File: config.mk
export PLATFORM = sky130hd
export DESIGN_NAME = digit_entry_reg
export DESIGN_NICKNAME = d
export VERILOG_FILES = /design/src/rtl/calc_pkg.sv /design/src/rtl/key_onehot_dec.sv /design/src/rtl/digit_entry_reg.sv
export SDC_FILE = /design/constraint.sdc
export NUM_CORES = 1
export LEC_CHECK = 0
export CAP_MARGIN = 20
export CORE_MARGIN = 1.5
export CORE_UTILIZATION = 35
export DETAILED_ROUTE_END_ITERATION = 10
export DONT_BUFFER_PORTS = 1
export GPL_TIMING_DRIVEN = 0
export PLACE_DENSITY = 0.6
export SLEW_MARGIN = 20
export SYNTH_ARGS = -nofsm -noshare
export SYNTH_HDL_FRONTEND = slang
export SYNTH_SLANG_ARGS = --single-unit
File: constraint.sdc
create_clock -name clk -period 3.7 [get_ports clk]
set_clock_uncertainty 0.1 [all_clocks]
set_input_delay 0.74 -clock clk [delete_from_list [all_inputs] [get_ports clk]]
set_output_delay 0.74 -clock clk [all_outputs]
set_load 0.01 [all_outputs]
File: src/rtl/calc_pkg.sv
// Shared constants and arithmetic helpers for the calculator operand-entry datapath.
package calc_pkg;

    localparam int BCD_W    = 4;
    localparam int NUM_KEYS = 10;

    typedef enum logic {
        ST_IDLE,
        ST_CONV
    } conv_state_t;

    // One Horner step of BCD-to-binary conversion; callers truncate to their width.
    function automatic logic [31:0] conv_step(input logic [31:0] acc, input logic [BCD_W-1:0] digit);
        return acc * 32'd10 + {28'd0, digit};
    endfunction

    function automatic longint pow10(input int n);
        longint r;
        r = 1;
        for (int i = 0; i < n; i++) begin
            r = r * 10;
        end
        return r;
    endfunction

endpackage

File: src/rtl/key_onehot_dec.sv
// Combinational one-hot digit key decoder with valid and multi-hot detection.
module key_onehot_dec
    import calc_pkg::*;
(
    input  logic [NUM_KEYS-1:0] key,
    output logic [BCD_W-1:0]    digit,
    output logic                valid,
    output logic                multi_hot
);

    function automatic logic [NUM_KEYS-1:0] bit_mask(input int b);
        logic [NUM_KEYS-1:0] m;
        for (int i = 0; i < NUM_KEYS; i++) begin
            m[i] = ((i >> b) & 1) != 0;
        end
        return m;
    endfunction

    // Each digit bit is the OR of the keys whose index has that bit set.
    generate
        for (genvar gi = 0; gi < BCD_W; gi++) begin : g_digit_bit
            localparam logic [NUM_KEYS-1:0] MASK = bit_mask(gi);
            assign digit[gi] = |(key & MASK);
        end
    endgenerate

    assign valid     = |key;
    assign multi_hot = |(key & (key - NUM_KEYS'(1)));

endmodule

File: src/rtl/digit_entry_reg.sv
// Keypad operand entry: edge-detected digit/clear/backspace editing of a right-aligned
// BCD register, followed by a digit-serial BCD-to-binary converter.
module digit_entry_reg
    import calc_pkg::*;
#(
    parameter int DIGITS = 4,
    parameter int WIDTH  = 14,
    parameter int CW     = $clog2(DIGITS + 1)
) (
    input  logic                    clk,
    input  logic                    rst_n,
    input  logic [NUM_KEYS-1:0]     key,
    input  logic                    clr,
    input  logic                    bksp,
    output logic [BCD_W*DIGITS-1:0] bcd,
    output logic [CW-1:0]           count,
    output logic                    full,
    output logic [WIDTH-1:0]        value,
    output logic                    ready,
    output logic                    done,
    output logic                    ovf,
    output logic                    err
);

    localparam int BW = BCD_W * DIGITS;

    generate
        if ((64'd1 << WIDTH) <= pow10(DIGITS) - 1) begin : g_width_check
            $error("digit_entry_reg: WIDTH too small to hold 10**DIGITS-1");
        end
    endgenerate

    logic [NUM_KEYS-1:0] key_q;
    logic                clr_q, bksp_q;
    logic [BW-1:0]       bcd_reg, bcd_next;
    logic [CW-1:0]       count_reg, count_next;
    logic [CW-1:0]       idx_reg, idx_next;
    logic [WIDTH-1:0]    acc_reg, acc_next, value_reg, value_next, step;
    conv_state_t         state_reg, state_next;
    logic                done_reg, done_next, ovf_reg, ovf_next, err_reg, err_next;

    logic [BCD_W-1:0] dig;
    logic             dig_valid, dig_multi;
    logic             dig_ev, clr_ev, bksp_ev, is_full;
    logic             start, clear;

    key_onehot_dec u_dec (
        .key       (key),
        .digit     (dig),
        .valid     (dig_valid),
        .multi_hot (dig_multi)
    );

    // A new digit needs every key released first, so key slides give no event.
    assign dig_ev  = dig_valid && (key_q == '0);
    assign clr_ev  = clr && !clr_q;
    assign bksp_ev = bksp && !bksp_q;
    assign is_full = (count_reg == CW'(DIGITS));

    always_comb begin
        bcd_next   = bcd_reg;
        count_next = count_reg;
        ovf_next   = 1'b0;
        err_next   = 1'b0;
        start      = 1'b0;
        clear      = 1'b0;
        if (clr_ev) begin
            clear = 1'b1;
        end else if (bksp_ev) begin
            if (count_reg != '0) begin
                bcd_next   = bcd_reg >> BCD_W;
                count_next = count_reg - CW'(1);
                start      = 1'b1;
            end
        end else if (dig_ev) begin
            if (dig_multi) begin
                err_next = 1'b1;
            end else if (is_full) begin
                ovf_next = 1'b1;
            end else if (!(count_reg == '0 && dig == '0)) begin
                bcd_next   = (bcd_reg << BCD_W) | BW'(dig);
                count_next = count_reg + CW'(1);
                start      = 1'b1;
            end
        end
        if (clear) begin
            bcd_next   = '0;
            count_next = '0;
        end
    end

    always_comb begin
        state_next = state_reg;
        acc_next   = acc_reg;
        idx_next   = idx_reg;
        value_next = value_reg;
        done_next  = 1'b0;
        step       = WIDTH'(conv_step(32'(acc_reg), bcd_reg[idx_reg*BCD_W +: BCD_W]));
        case (state_reg)
            ST_IDLE: ;
            ST_CONV: begin
                acc_next = step;
                if (idx_reg == '0) begin
                    value_next = step;
                    done_next  = 1'b1;
                    state_next = ST_IDLE;
                end else begin
                    idx_next = idx_reg - CW'(1);
                end
            end
            default: state_next = ST_IDLE;
        endcase
        // An edit discards the in-flight result; value only ever reflects a full pass.
        if (start) begin
            state_next = ST_CONV;
            acc_next   = '0;
            idx_next   = CW'(DIGITS - 1);
            value_next = value_reg;
            done_next  = 1'b0;
        end
        if (clear) begin
            state_next = ST_IDLE;
            acc_next   = '0;
            idx_next   = '0;
            value_next = '0;
            done_next  = 1'b0;
        end
    end

    always_ff @(posedge clk or negedge rst_n) begin
        if (!rst_n) begin
            key_q     <= '0;
            clr_q     <= 1'b0;
            bksp_q    <= 1'b0;
            bcd_reg   <= '0;
            count_reg <= '0;
            ovf_reg   <= 1'b0;
            err_reg   <= 1'b0;
        end else begin
            key_q     <= key;
            clr_q     <= clr;
            bksp_q    <= bksp;
            bcd_reg   <= bcd_next;
            count_reg <= count_next;
            ovf_reg   <= ovf_next;
            err_reg   <= err_next;
        end
    end

    always_ff @(posedge clk or negedge rst_n) begin
        if (!rst_n) begin
            state_reg <= ST_IDLE;
            acc_reg   <= '0;
            idx_reg   <= '0;
            value_reg <= '0;
            done_reg  <= 1'b0;
        end else begin
            state_reg <= state_next;
            acc_reg   <= acc_next;
            idx_reg   <= idx_next;
            value_reg <= value_next;
            done_reg  <= done_next;
        end
    end

    assign bcd   = bcd_reg;
    assign count = count_reg;
    assign full  = is_full;
    assign value = value_reg;
    assign ready = (state_reg == ST_IDLE);
    assign done  = done_reg;
    assign ovf   = ovf_reg;
    assign err   = err_reg;

endmodule

==> metrics.yaml <==
outcome: "completed"
power.density_nw_per_um2: 354
synth_seq_cells: 65
cts_max_level: 3
worstHoldPathCells: 0
timing.fmax_mhz: 283
ctsRootBufferMaster: "clkbuf_16"
grt_antenna_before_repair: 0
summed_negative_setup_slack_over_all_endpoints_ns: 0
worst_hold_startpoint: "key[5]"
route.detailed.vias_per_inst: 5.59
min_to: "key_q[5]"
grt_pass1_wl_um: 16400
globalplace.congestion: 0.901
kind_of_capture_point_of_the_worst_setup_path: "register"
synth_sequential_area_ratio_pct: 40.8
dominant_combinational_cell_family_by_area_after_synthesis: "compound AO/OA/AOI/OAI gates"
wire_per_inst_um: 18.4
crit-reg2reg-launch: "acc_reg[1]"
slew-limit-headroom_pct: 39.1
synth-main-ff-cell: "dfrtp_1"
final_layout_size_suffix_gt1_share_pct: 12.1
antenna_cells: 0
path_class: "register to register"
cpPeakStageDelay_ns: 0.56
crit-reg2reg-capture: "acc_reg[9]"
drt_drc_violations_left: 0
area_growth_syn_to_layout_pct: 13.6
asyncSetResetFlopFracSynth_pct: 100
grt-ovfl-total: 0
global_route.usage.total_pct: 18.1
clock-sinks: 65
post_synthesis_share_of_cell_area_spent_on_full_adders_half_adders_and_majority_gates_pct: 9.28
synth_cell_types: 66
reg2reg_setup_slack_ns: 0.17
port_buffers: 0
core-area_um2: 11000
holdCritPathClass: "primary input to register"
timing_hold_violations_final: 0
tightest_slew_ns: 0.911
finalMaxSlewViolations: 0
critPathSlowestCell: "fa_1"
worst-path-max-fanout: 4
cp.buffers_inverters: 2
max-vdd-ir-drop_mv: 0.328
worst_r2r_path_depth: 11
fillerInstances: 1058
drt_iter0_markers: 85
synth-compound-area-share_pct: 17.8
synth_area_per_cell_um2: 10.2
startpoint_class_of_the_critical_path: "register"
maxCapViolations: 0
fp.dieH_um: 110
post_cts_clock_slew_at_the_launch_and_capture_registers_of_the_worst_setup_and_hold_paths_ns: 0.06
final_report_setup_violation_count: 0
synth_edf_count: 0
vias_in_the_first_global_route: 3096
initial_core_util_pct: 36.3
cp_cell_sequence: "ha_1 -> ha_1 -> fa_1 -> inv_1 -> a2111oi_1 -> o221ai_1 -> buf_4 -> a211o_1 -> a21oi_1 -> o21ai_0 -> a21oi_1"
tritoncts: "done"
grt_max_degree: 43
static-leakage-power_nw: 1.99
post-route-util_pct: 41.3
detailedRoute.firstPassIterationCount: 4
worst_skew_pair.late_latency_ns: 0.33
netlist_instances: 391
vias: 3095
cts_made_buffers: 9
worst_case_clock_buffer_depth: 2
cp_top_family: "compound AO/OA/AOI/OAI gates"
ios: 52
worst_ep_arrival_time_ns: 3.67
routed_wl_um: 10200
fp.dieArea_um2: 12100
period_minus_slack_ns: 3.53
grt_setup_unrepaired: "false"
syn-num-nets: 432
muxShareOfSynthArea_pct: 6.99
die_width_um: 110
synthSimpleGateAreaFrac_pct: 16.8
share_of_the_synthesized_netlist_area_taken_by_xor_and_xnor_gates_pct: 3.95
syn_area_um2: 3990
critical_path_required_ns: 3.84
post-route-period-util_pct: 95.5
final_net_count: 451
largest_reg_flops: 16
synth.yosys.warnings: 0
hpwl_um: 7180
placementRows: 38
antenna_violating_nets_post_route: 0
==> worst max path at each step <==
stage                    start     endpoint  slack, ns  cells after the start
floorplan           acc_reg[1]  acc_reg[11]       0.58                     10
global placement    acc_reg[1]  acc_reg[12]       0.16                     10
detailed placement  acc_reg[1]  acc_reg[11]       0.05                     10
CTS                 acc_reg[1]  acc_reg[11]       0.02                     10
global route        acc_reg[1]   acc_reg[9]      0.005                     11
finish              acc_reg[1]   acc_reg[9]       0.17                     11
==> cells in the final DEF (no fill, tap or decap), drive strengths merged, types with 7 or more instances in the layout <==
cell and n:
dfrtp 65, nor2 46, a21oi 27, ha 24
clkbuf 24, nand2 22, o21ai 17, a211oi 15
xnor2 11, mux2i 11, nor2b 9, inv 9
nor3 9, nand3 9, mux2 9, nand2b 7
xor2 7, dlygate4sd3 7
==> metal layers <==
| layer | vias up | part of all wire [%] | track usage [%] |
|---|---|---|---|
| met5 | - | 0 | 0 |
| li1 | 1476 | - | - |
| met4 | 0 | 2.4 | 7.42 |
| met3 | 20 | 4.9 | 4.86 |
| met2 | 71 | 50 | 31.1 |
| met1 | 1528 | 43 | 21.3 |
==> layout make-up <==
type	instances	area, um^2	area share, %
timing repair buffer	8	77.6	1.71
clock inverter	4	45.0	0.993
tap	140	175	3.86
buffer	18	136	3.01
clock buffer	11	233	5.13
inverter	10	37.5	0.828
multi-input combinational	298	2200	48.6
sequential	65	1630	35.9
==> worst reg2reg max path, cell delays in order, from the launching register on <==
cell	delay (ns)
dfrtp_1	0.44
ha_1	0.32
ha_1	0.24
fa_1	0.56
inv_1	0.09
a2111oi_1	0.42
o221ai_1	0.30
buf_4	0.22
a211o_1	0.26
a21oi_1	0.20
o21ai_0	0.11
a21oi_1	0.19
==> cells by family (layout without fill, tap and decap cells) <==
family / count (synthesis) / in the layout
adders and majority gates: 28 / 28
xor gates and xnor gates: 18 / 18
AOI/OAI and AO/OA: 97 / 97
muxes: 23 / 23
buffers and inverters: 28 / 51
and+or+nand+nor: 132 / 132
DFF: 65 / 65
==> cell usage after synthesis (all sizes together) (11+ instances only) <==
cell type / number / area share [%]
a211oi: 15 / 3.1
a21oi: 27 / 3.4
clkbuf: 13 / 2.2
dfrtp: 65 / 41
ha: 24 / 7.5
mux2i: 11 / 2.8
nand2: 22 / 2.1
nor2: 46 / 4.5
o21ai: 17 / 2.5
xnor2: 11 / 2.4
==> through the flow <==
step | cell area (um^2) | worst slack [ns] | power (mW) | cells | hold WS [ns]
after floorplan | 3990 | 0.577 | 0.775 | 391 | 0.344
after global placement | 4170 | 0.163 | 0.786 | 531 | 0.346
after detailed placement | 4170 | 0.0480 | 0.787 | 531 | 0.346
after CTS | 4460 | 0.0209 | 1.60 | 548 | 0.000412
after global routing | 4540 | 0.00548 | 1.65 | 554 | 0.329
final | 4540 | 0.168 | 1.60 | 554 | 0.342
==> timing repair <==
action | 4_1_cts | 5_1_grt
hold buffers | 2 | 5
hold endpoints to repair | 16 | 8
resized for setup | 0 | 4
endpoints found under the setup margin | 0 | 5
buffers inserted | 0 | 1
==> power by group <==
group          internal, mW  switching [mW]  total [mW]  leakage [nW]
combinational        0.0254          0.0479      0.0733         0.975
clock                 0.514           0.294       0.808         0.139
sequential            0.720         0.00327       0.723         0.880
Note: power is estimated with default switching activity, not from simulation.
